### src/rtl/jtag_word_loader_if.sv
// Bus bundle for jtag_word_loader: host byte stream in, memory write port, response byte stream out.
// The slave modport is the loader's view; master is the environment driving it.
interface jtag_word_loader_if #(
  parameter int AddrWidth = 32
);
  logic                 in_canGet;
  logic [7:0]           in_getData;
  logic                 in_get;
  logic [AddrWidth-1:0] mem_address;
  logic [31:0]          mem_writedata;
  logic                 mem_write;
  logic                 mem_waitrequest;
  logic                 out_canGet;
  logic [7:0]           out_getData;
  logic                 out_get;

  modport slave (
    input  in_canGet, in_getData, mem_waitrequest, out_get,
    output in_get, mem_address, mem_writedata, mem_write, out_canGet, out_getData
  );

  modport master (
    output in_canGet, in_getData, mem_waitrequest, out_get,
    input  in_get, mem_address, mem_writedata, mem_write, out_canGet, out_getData
  );
endinterface

### src/rtl/jtag_word_loader.sv
// Parses header/address/count/data/checksum load frames from the host byte stream,
// writes little-endian words to memory and answers each frame with one ACK/NAK byte.
module jtag_word_loader #(
  parameter int          AddrWidth = 32,
  parameter logic [7:0]  Header    = 8'hA5,
  parameter logic [7:0]  AckByte   = 8'h06,
  parameter logic [7:0]  NakByte   = 8'h15
) (
  input  logic              clock,
  input  logic              reset,
  jtag_word_loader_if.slave bus,
  output logic              busy
);

  typedef enum logic [2:0] {
    S_HDR, S_ADDR, S_CNT, S_DATA, S_WRITE, S_CSUM, S_RESP
  } state_t;

  state_t      state;
  logic [1:0]  byte_idx;
  logic [31:0] addr_q;
  logic [15:0] count_q;
  logic [31:0] word_q;
  logic [7:0]  sum_q;
  logic [7:0]  resp_q;
  logic        mem_write_q;
  logic        resp_valid_q;
  logic        intake_state;
  logic        accept;

  assign intake_state = (state == S_HDR) || (state == S_ADDR) || (state == S_CNT) ||
                        (state == S_DATA) || (state == S_CSUM);
  assign accept       = bus.in_canGet && intake_state;

  assign bus.in_get        = accept;
  // Address is assembled at full 32 bits; truncation drops the unused high bits
  // and makes the post-write increment wrap modulo 2^AddrWidth.
  assign bus.mem_address   = addr_q[AddrWidth-1:0];
  assign bus.mem_writedata = word_q;
  assign bus.mem_write     = mem_write_q;
  assign bus.out_canGet    = resp_valid_q;
  assign bus.out_getData   = resp_q;
  assign busy              = (state != S_HDR);

  // NOTE: all state below updates with non-blocking assignments so every branch
  // sees the pre-edge values (e.g. sum_q compared before this cycle's update).
  always_ff @(posedge clock) begin
    if (reset) begin
      state        <= S_HDR;
      byte_idx     <= 2'd0;
      addr_q       <= '0;
      count_q      <= '0;
      word_q       <= '0;
      sum_q        <= '0;
      resp_q       <= '0;
      mem_write_q  <= 1'b0;
      resp_valid_q <= 1'b0;
    end else begin
      case (state)
        S_HDR: begin
          if (accept && bus.in_getData == Header) begin
            addr_q   <= '0;
            count_q  <= '0;
            sum_q    <= '0;
            byte_idx <= 2'd0;
            state    <= S_ADDR;
          end
        end
        S_ADDR: begin
          if (accept) begin
            addr_q[8*byte_idx +: 8] <= bus.in_getData;
            byte_idx                <= byte_idx + 2'd1;
            if (byte_idx == 2'd3) state <= S_CNT;
          end
        end
        S_CNT: begin
          if (accept) begin
            if (byte_idx == 2'd0) begin
              count_q[7:0] <= bus.in_getData;
              byte_idx     <= 2'd1;
            end else begin
              count_q[15:8] <= bus.in_getData;
              byte_idx      <= 2'd0;
              state <= ({bus.in_getData, count_q[7:0]} != 16'd0) ? S_DATA : S_CSUM;
            end
          end
        end
        S_DATA: begin
          if (accept) begin
            word_q[8*byte_idx +: 8] <= bus.in_getData;
            sum_q                   <= sum_q + bus.in_getData;
            byte_idx                <= byte_idx + 2'd1;
            if (byte_idx == 2'd3) begin
              mem_write_q <= 1'b1;
              state       <= S_WRITE;
            end
          end
        end
        S_WRITE: begin
          if (!bus.mem_waitrequest) begin
            mem_write_q <= 1'b0;
            addr_q      <= addr_q + 32'd1;
            count_q     <= count_q - 16'd1;
            byte_idx    <= 2'd0;
            state       <= (count_q == 16'd1) ? S_CSUM : S_DATA;
          end
        end
        S_CSUM: begin
          if (accept) begin
            resp_q       <= (bus.in_getData == sum_q) ? AckByte : NakByte;
            resp_valid_q <= 1'b1;
            byte_idx     <= 2'd0;
            state        <= S_RESP;
          end
        end
        S_RESP: begin
          if (bus.out_get) begin
            resp_valid_q <= 1'b0;
            byte_idx     <= 2'd0;
            state        <= S_HDR;
          end
        end
        default: state <= S_HDR;
      endcase
    end
  end

endmodule
### src/flat_wrapper.sv
// flat-port wrapper written by rule: the top's interface ports become plain ports
module jtag_word_loader_flat 
#(
  parameter int          AddrWidth = 32,
  parameter logic [7:0]  Header    = 8'hA5,
  parameter logic [7:0]  AckByte   = 8'h06,
  parameter logic [7:0]  NakByte   = 8'h15
)
  (clock, reset, busy, bus_in_canGet, bus_in_getData, bus_mem_waitrequest, bus_out_get, bus_in_get, bus_mem_address, bus_mem_writedata, bus_mem_write, bus_out_canGet, bus_out_getData);
  jtag_word_loader_if #(.AddrWidth(AddrWidth)) bus_i ();
  input  logic clock;
  input  logic reset;
  output logic busy;
  input wire logic [$bits(bus_i.in_canGet)-1:0] bus_in_canGet;
  input wire logic [$bits(bus_i.in_getData)-1:0] bus_in_getData;
  input wire logic [$bits(bus_i.mem_waitrequest)-1:0] bus_mem_waitrequest;
  input wire logic [$bits(bus_i.out_get)-1:0] bus_out_get;
  output wire logic [$bits(bus_i.in_get)-1:0] bus_in_get;
  output wire logic [$bits(bus_i.mem_address)-1:0] bus_mem_address;
  output wire logic [$bits(bus_i.mem_writedata)-1:0] bus_mem_writedata;
  output wire logic [$bits(bus_i.mem_write)-1:0] bus_mem_write;
  output wire logic [$bits(bus_i.out_canGet)-1:0] bus_out_canGet;
  output wire logic [$bits(bus_i.out_getData)-1:0] bus_out_getData;
  assign bus_i.in_canGet = bus_in_canGet;
  assign bus_i.in_getData = bus_in_getData;
  assign bus_i.mem_waitrequest = bus_mem_waitrequest;
  assign bus_i.out_get = bus_out_get;
  assign bus_in_get = bus_i.in_get;
  assign bus_mem_address = bus_i.mem_address;
  assign bus_mem_writedata = bus_i.mem_writedata;
  assign bus_mem_write = bus_i.mem_write;
  assign bus_out_canGet = bus_i.out_canGet;
  assign bus_out_getData = bus_i.out_getData;
  jtag_word_loader #(.AddrWidth(AddrWidth), .Header(Header), .AckByte(AckByte), .NakByte(NakByte)) u_core (.clock(clock), .reset(reset), .bus(bus_i), .busy(busy));
endmodule
### config.mk
export PLATFORM = sky130hd
export DESIGN_NAME = jtag_word_loader_flat
export DESIGN_NICKNAME = d
export VERILOG_FILES = /design/src/rtl/jtag_word_loader_if.sv /design/src/rtl/jtag_word_loader.sv /design/src/flat_wrapper.sv
export SDC_FILE = /design/constraint.sdc
export NUM_CORES = 1
export LEC_CHECK = 0
export ABC_CLOCK_PERIOD_IN_PS = 5900
export BUFFER_PORTS_ARGS = -buffer_cell sky130_fd_sc_hd__buf_4
export CAP_MARGIN = 20
export CORE_ASPECT_RATIO = 1.4
export CORE_UTILIZATION = 30
export DETAILED_ROUTE_END_ITERATION = 16
export PLACE_DENSITY = 0.46
export SLEW_MARGIN = 0
export SYNTH_ARGS = -nofsm -noshare
export SYNTH_HDL_FRONTEND = slang
export SYNTH_SLANG_ARGS = --single-unit
### constraint.sdc
create_clock -name clock -period 5.9 [get_ports clock]
set_input_delay 0.295 -clock clock [delete_from_list [all_inputs] [get_ports clock]]
set_output_delay 0.295 -clock clock [all_outputs]
set_load 0.05 [all_outputs]
==> Yosys cells after proc, flatten, opt, wreduce, memory -nomap -nowiden <==
Cells that the tools add are included.
{ "word_totals": {"register_bits": 103, "latchBits": 0, "mem_bits_rw": 0, "rom_bits": 0, "input_bits": 13, "output_inout_bits": 76, "memories": 0} }
{ "classes": {"n_addsub": 5, "mul": 0, "div": 0, "n_lt_le_gt_ge": 0, "eq_ne": 22, "n_shift": 2, "n_mux": 44, "bitwise_logic": 0, "n_reduce_logical": 27} }
{ "ops": {"columns": ["cell", "count"], "rows": [
  ["$mux 32", 3],
  ["$pmux 32 s3", 1],
  ["$bwmux 32", 2],
  ["$mux 16", 3],
  ["$pmux 16 s3", 1],
  ["$mux 3", 12],
  ["$neg 5->34", 1],
  ["$shift 8x34->32 const A", 1],
  ["$shiftx 8x34->32", 1],
  ["$add 32x1->32 const B", 1],
  ["$mux 8", 4],
  ["$pmux 3 s7", 1],
  ["$eq 16x1->1 const B", 1],
  ["$pmux 8 s2", 1],
  ["$reduce_bool 16->1", 1],
  ["$sub 16x1->16 const B", 1],
  ["$ne 2x2->1 const B", 7],
  ["$mux 2", 6],
  ["$pmux 2 s6", 1],
  ["$ne 2x1->1 const B", 5],
  ["$reduce_and 10->1", 1],
  ["$reduce_and 5->1", 2],
  ["$eq 3x3->1 const B", 3],
  ["$reduce_bool 3->1", 3],
  ["21 further kinds", 37]
]} }

==> Depth between registers and ports, before layout <==
{ "depth": {"ltp_word": 9, "depth_mapped": 9} }

==> Worst setup path before layout <==
Ideal clock, no wire load.
{ "synth_path": {"path_type": "flip-flop to flip-flop", "startpoint": "register u_core.addr_q[1] (netlist: u_core.bus.mem_address[1])", "endpoint": "register u_core.addr_q[28] (netlist: u_core.bus.mem_address[28])", "setup_time_ns": 0.129, "t_arrival_ns": 2.359, "required_time_ns": 5.771, "setup_slack_ns": 3.413, "stages_incl_launch_ff": 8, "n_path_buf": 0, "cell_sequence": "dfxtp_1 > ha_1 > and3_1 > nand4_1 > or3_1 > or3_1 > a21oi_1 > o32ai_1"} }
{ "synth_via": {"elab_chain_cells": 3} }
{ "synth_rtl": {"columns": ["item", "line_no", "rtl"], "rows": [
  ["from (decl)", "jtag_word_loader.sv:21", "logic [31:0] addr_q;"],
  ["from (signal, indexed assignment)", "jtag_word_loader.sv:71", "addr_q[8*byte_idx +: 8] <= bus.in_getData;"],
  ["from (signal assigned)", "jtag_word_loader.sv:102", "addr_q <= addr_q + 32'd1;"],
  ["$add 32x1->32", "jtag_word_loader.sv:102", null],
  ["$mux 32", "jtag_word_loader.sv:100", "if (!bus.mem_waitrequest) begin"],
  ["$pmux 32 s3", "jtag_word_loader.sv:59", "case (state)"]
]} }
Every way passes these cells. The select of a mux whose other input is x is not followed.
A chain may end at the register's enable or synchronous reset.

==> Worst setup path after layout <==
{ "layout_path": {"startpoint": "register u_core.state[2]", "endpoint": "register u_core.addr_q[23] (netlist: u_core.bus.mem_address[23])"} }
{ "layout_via": {"elab_chain_cells": 9} }
{ "layout_rtl": {"columns": ["item", "line_no", "rtl"], "rows": [
  ["from (decl)", "jtag_word_loader.sv:19", "state_t state;"],
  ["from (signal assigned)", "jtag_word_loader.sv:84", "state <= ({bus.in_getData, count_q[7:0]} != 16'd0) ? S_DATA : S_CSUM;"],
  ["from (signal assigned)", "jtag_word_loader.sv:105", "state <= (count_q == 16'd1) ? S_CSUM : S_DATA;"],
  ["$eq 3x1->1 / $logic_not 3->1 (equally long branches)", "jtag_word_loader.sv:31, jtag_word_loader.sv:59", null],
  ["$logic_or 1x1->1 (3 in series)", "jtag_word_loader.sv:31", "assign intake_state = (state == S_HDR) || (state == S_ADDR) || (state == S_CNT) ||"],
  ["$logic_or 1x1->1", "jtag_word_loader.sv:32", "(state == S_DATA) || (state == S_CSUM);"],
  ["$logic_and 1x1->1", "jtag_word_loader.sv:33", "assign accept = bus.in_canGet && intake_state;"],
  ["$logic_and 1x1->1", "jtag_word_loader.sv:61", "if (accept && bus.in_getData == Header) begin"],
  ["$ne 2x2->1 (no line)", null, null],
  ["$reduce_and 4->1 (no line)", null, null]
]} }
Several ways; a longest one is shown, not always the timed one.

==> run_results.csv <==
group,metric,value,unit
power_and_ir_drop,power.density,310,mW/mm²
clock_tree,ctsResizeCount,0,
power_and_ir_drop,p_comb_share,37.3,%
cells_and_area,final_nets,885,
clock_tree,hold_buffers,0,
routing,ant_nets,0,
grt,track_usage,20.6,%
synth,synthMostInstantiatedCell,"a21oi_1",
setup_path,start_kind,"register",
power_and_ir_drop,p_int,1.25,mW
setup_path,cp_num_cells,7,
sta,slew_headroom,33.3,%
setup_path,critPathKind,"reg -> reg",
synth,synth-edff-count,0,
clock_tree,htreeDepth,3,
clock_tree,clk_pin_slew_worst_paths,0.08,ns
status,status,"finished clean",
sta,setup_viol,0,
hold_path,hp-class,"in -> reg",
synth,ys_seq_elements,98,
setup_path,path_max_fanout,20,
routing,wirelength,20.7,mm
sta,period_minus_slack,2.84,ns
placement,port_buffers,84,
sta,max_clock_freq,0.352,GHz
hold_path,holdPathStages,2,
synth,async_flop_share,0,%
setup_path,required,6.19,ns
die,io-pin-count,89,
synth,yosysWarnings,0,
grt,antenna_found_initial,0,
setup_path,critPathSlowestCell,"dfxtp_1",
clock_tree,cts.sinks,98,
die,die_y,169,µm
setup_path,critPathTopFamily,"simple AND/OR/NAND/NOR gates",
clock_tree,cts-root-buf,"clkbuf_16",
cells_and_area,diodes,0,
sta,slew_violations,0,
die,rows,60,
setup_path,path_cells,"nor3b_2, buf_4, nand4_1, nor3_1, a41o_1, a21oi_1, nor3_1",
synth,ys_seq_area_share,32.7,%
placement,dpl_cell_area,0.00668,mm²
power_and_ir_drop,ir_drop,221,µV
sta,finalClockSkew,0.00972,ns
clock_tree,cts_tree,"yes",
synth,yosysTopAreaCellShare,32.7,%
synth,synth-main-ff-cell,"dfxtp_1",
synth,synth_area_leader_cell,"dfxtp_1",
grt,met3_usage,2.79,%
die,core,0.0194,mm²
power_and_ir_drop,seq_power_share,34.2,%
clock_tree,cts_buffers,9,
routing,viasPerCell,5.55,
routing,wl_per_cell,18.7,µm
sta,tightest_slew,0.998,ns
power_and_ir_drop,p_clk_share,28.5,%
cells_and_area,drive_gt1_share,14.3,%
cells_and_area,syn2layout_area_growth,16.5,%
cells_and_area,n_fill_cell,2122,
setup_path,max_stage_delay,0.75,ns
power_and_ir_drop,p_leak,2.45,nW
sta,finalSetupTns,0,ns
synth,synth_common_cells,"108 x a21oi_1, 98 x dfxtp_1, 85 x nand2_1",
placement,hpwl,13.9,mm
synth,syn_avg_cell_area,7.35,µm²
grt,grt_max_degree,49,
die,start_util,30.9,%
synth,ys_types,64,
sta,grt_setup_unrepaired,"false",
routing,vias,6146,
synth,synth_area_leaders,"dfxtp_1 33%, a21oi_1 9.0%, nand3_1 5.6%",
clock_tree,clockBufferDepth,2,
grt,globalRoute.busiestLayer,"met2",
clock_tree,insertion_delay,0.37,ns
synth,synthCells,816,
setup_path,path_buf_inv,1,
routing,first_pass_iters,4,
routing,drt_iter0_drc,337,
power_and_ir_drop,p_switching,0.923,mW
sta,period_share,48.1,%
grt,grtUsageMet1,25.2,%
grt,grt.overflow.total,0,
routing,drc,0,
grt,grt_pass1_wl,32.6,mm
run,cap_viol_max_count,0,
setup_path,cp-end-kind,"register",
setup_path,cpMostUsedCell,"nor3_1",
die,dieWidth,122,µm
clock_tree,post_cts_buffers,0,
placement,place_congestion,0.785,
setup_path,rr_worst_depth,7,
grt,grt_use_met2,36.9,%
grt,grt_pass1_vias,5795,
synth,netlist_area,0.00600,mm²
setup_path,cp.arrival,3.13,ns
sta,final_hold_viol_count,0,
power_and_ir_drop,swShare,42.6,%
power_and_ir_drop,power,2.17,mW
die,dieArea,0.0206,mm²
cells_and_area,post-route-cell-area,0.00699,mm²
## stage by stage
step           std cells  hold slack [ns]  setup slack, ns  utilization (%)
3_3_place_gp        1089            0.445             3.03             34.3
6_report            1107            0.151             3.06             36.0
3_5_place_dp        1089            0.450             2.99             34.3
4_1_cts             1105            0.138             3.10             35.8
2_1_floorplan        819            0.410             3.41                -
5_1_grt             1107            0.160             2.89             36.0
## final cells by class
cell class | instances | area, µm² | area share [%]
multi-input combinational | 636 | 3660 | 52.3
sequential | 98 | 1960 | 28.1
timing repair buffer | 93 | 706 | 10.1
tap | 248 | 310 | 4.44
clock buffer | 10 | 239 | 3.42
inverter | 16 | 60.1 | 0.859
clock inverter | 6 | 56.3 | 0.805
## cell families (layout without fill, tap and decap cells)
| kind of cell | after synthesis | after routing | share of synthesized area, % |
|---|---|---|---|
| simple gates | 337 | 337 | 28.2 |
| compound gates | 270 | 270 | 27.4 |
| flops | 98 | 98 | 32.7 |
| fa+ha+maj | 18 | 18 | 3.88 |
| other cells | 1 | 4 | 0.0625 |
| xor+xnor | 7 | 7 | 1.02 |
| buf+inv | 85 | 125 | 6.76 |
## cell usage in the layout, fill, tap and decap left out, drive strengths merged, types with 17 or more instances in the layout
cell type,Yosys,final
nor2,63,63
a21oi,108,108
a22oi,19,19
inv,16,21
dfxtp,98,98
ha,17,17
nand3,68,68
nor3,23,23
o21ai,59,59
nand2,85,85
a31oi,23,23
buf,20,93
## metal layers
layer	vias up	routed length [µm]
li1	3033	-
met1	2995	9190
met2	103	10700
met3	15	521
met4	0	269
met5	-	0
## power by group through the flow
stage	clock [mW]	sequential, mW	combinational [mW]
after floorplan	0	0.752	0.634
final	0.619	0.741	0.808
after CTS	0.639	0.740	0.792
after global placement	0	0.757	0.793
after detailed placement	0	0.756	0.790
after global routing	0.666	0.748	0.888
## worst paths after layout
path / startpoint / endpoint / slack, ns
hold / removal: bus_out_get / u_core.bus.out_canGet / 0.15
hold reg to reg: u_core.bus.mem_writedata[18] / u_core.bus.mem_writedata[18] / 0.46
setup reg to reg: u_core.state[2] / u_core.bus.mem_address[23] / 3.06
setup / recovery: u_core.state[2] / u_core.bus.mem_address[23] / 3.06
## sequential cells by signal, summed over array words and instances (netlist names)
| register | count |
|---|---|
| u_core.bus.mem_writedata | 32 |
| u_core.state | 3 |
| u_core.byte_idx | 2 |
| u_core.sum_q | 8 |
| u_core.bus.mem_write | 1 |
| u_core.bus.out_getData | 3 |
| u_core.count_q | 16 |
| u_core.bus.mem_address | 32 |
| u_core.bus.out_canGet | 1 |
(Power assumes the default switching activity.)
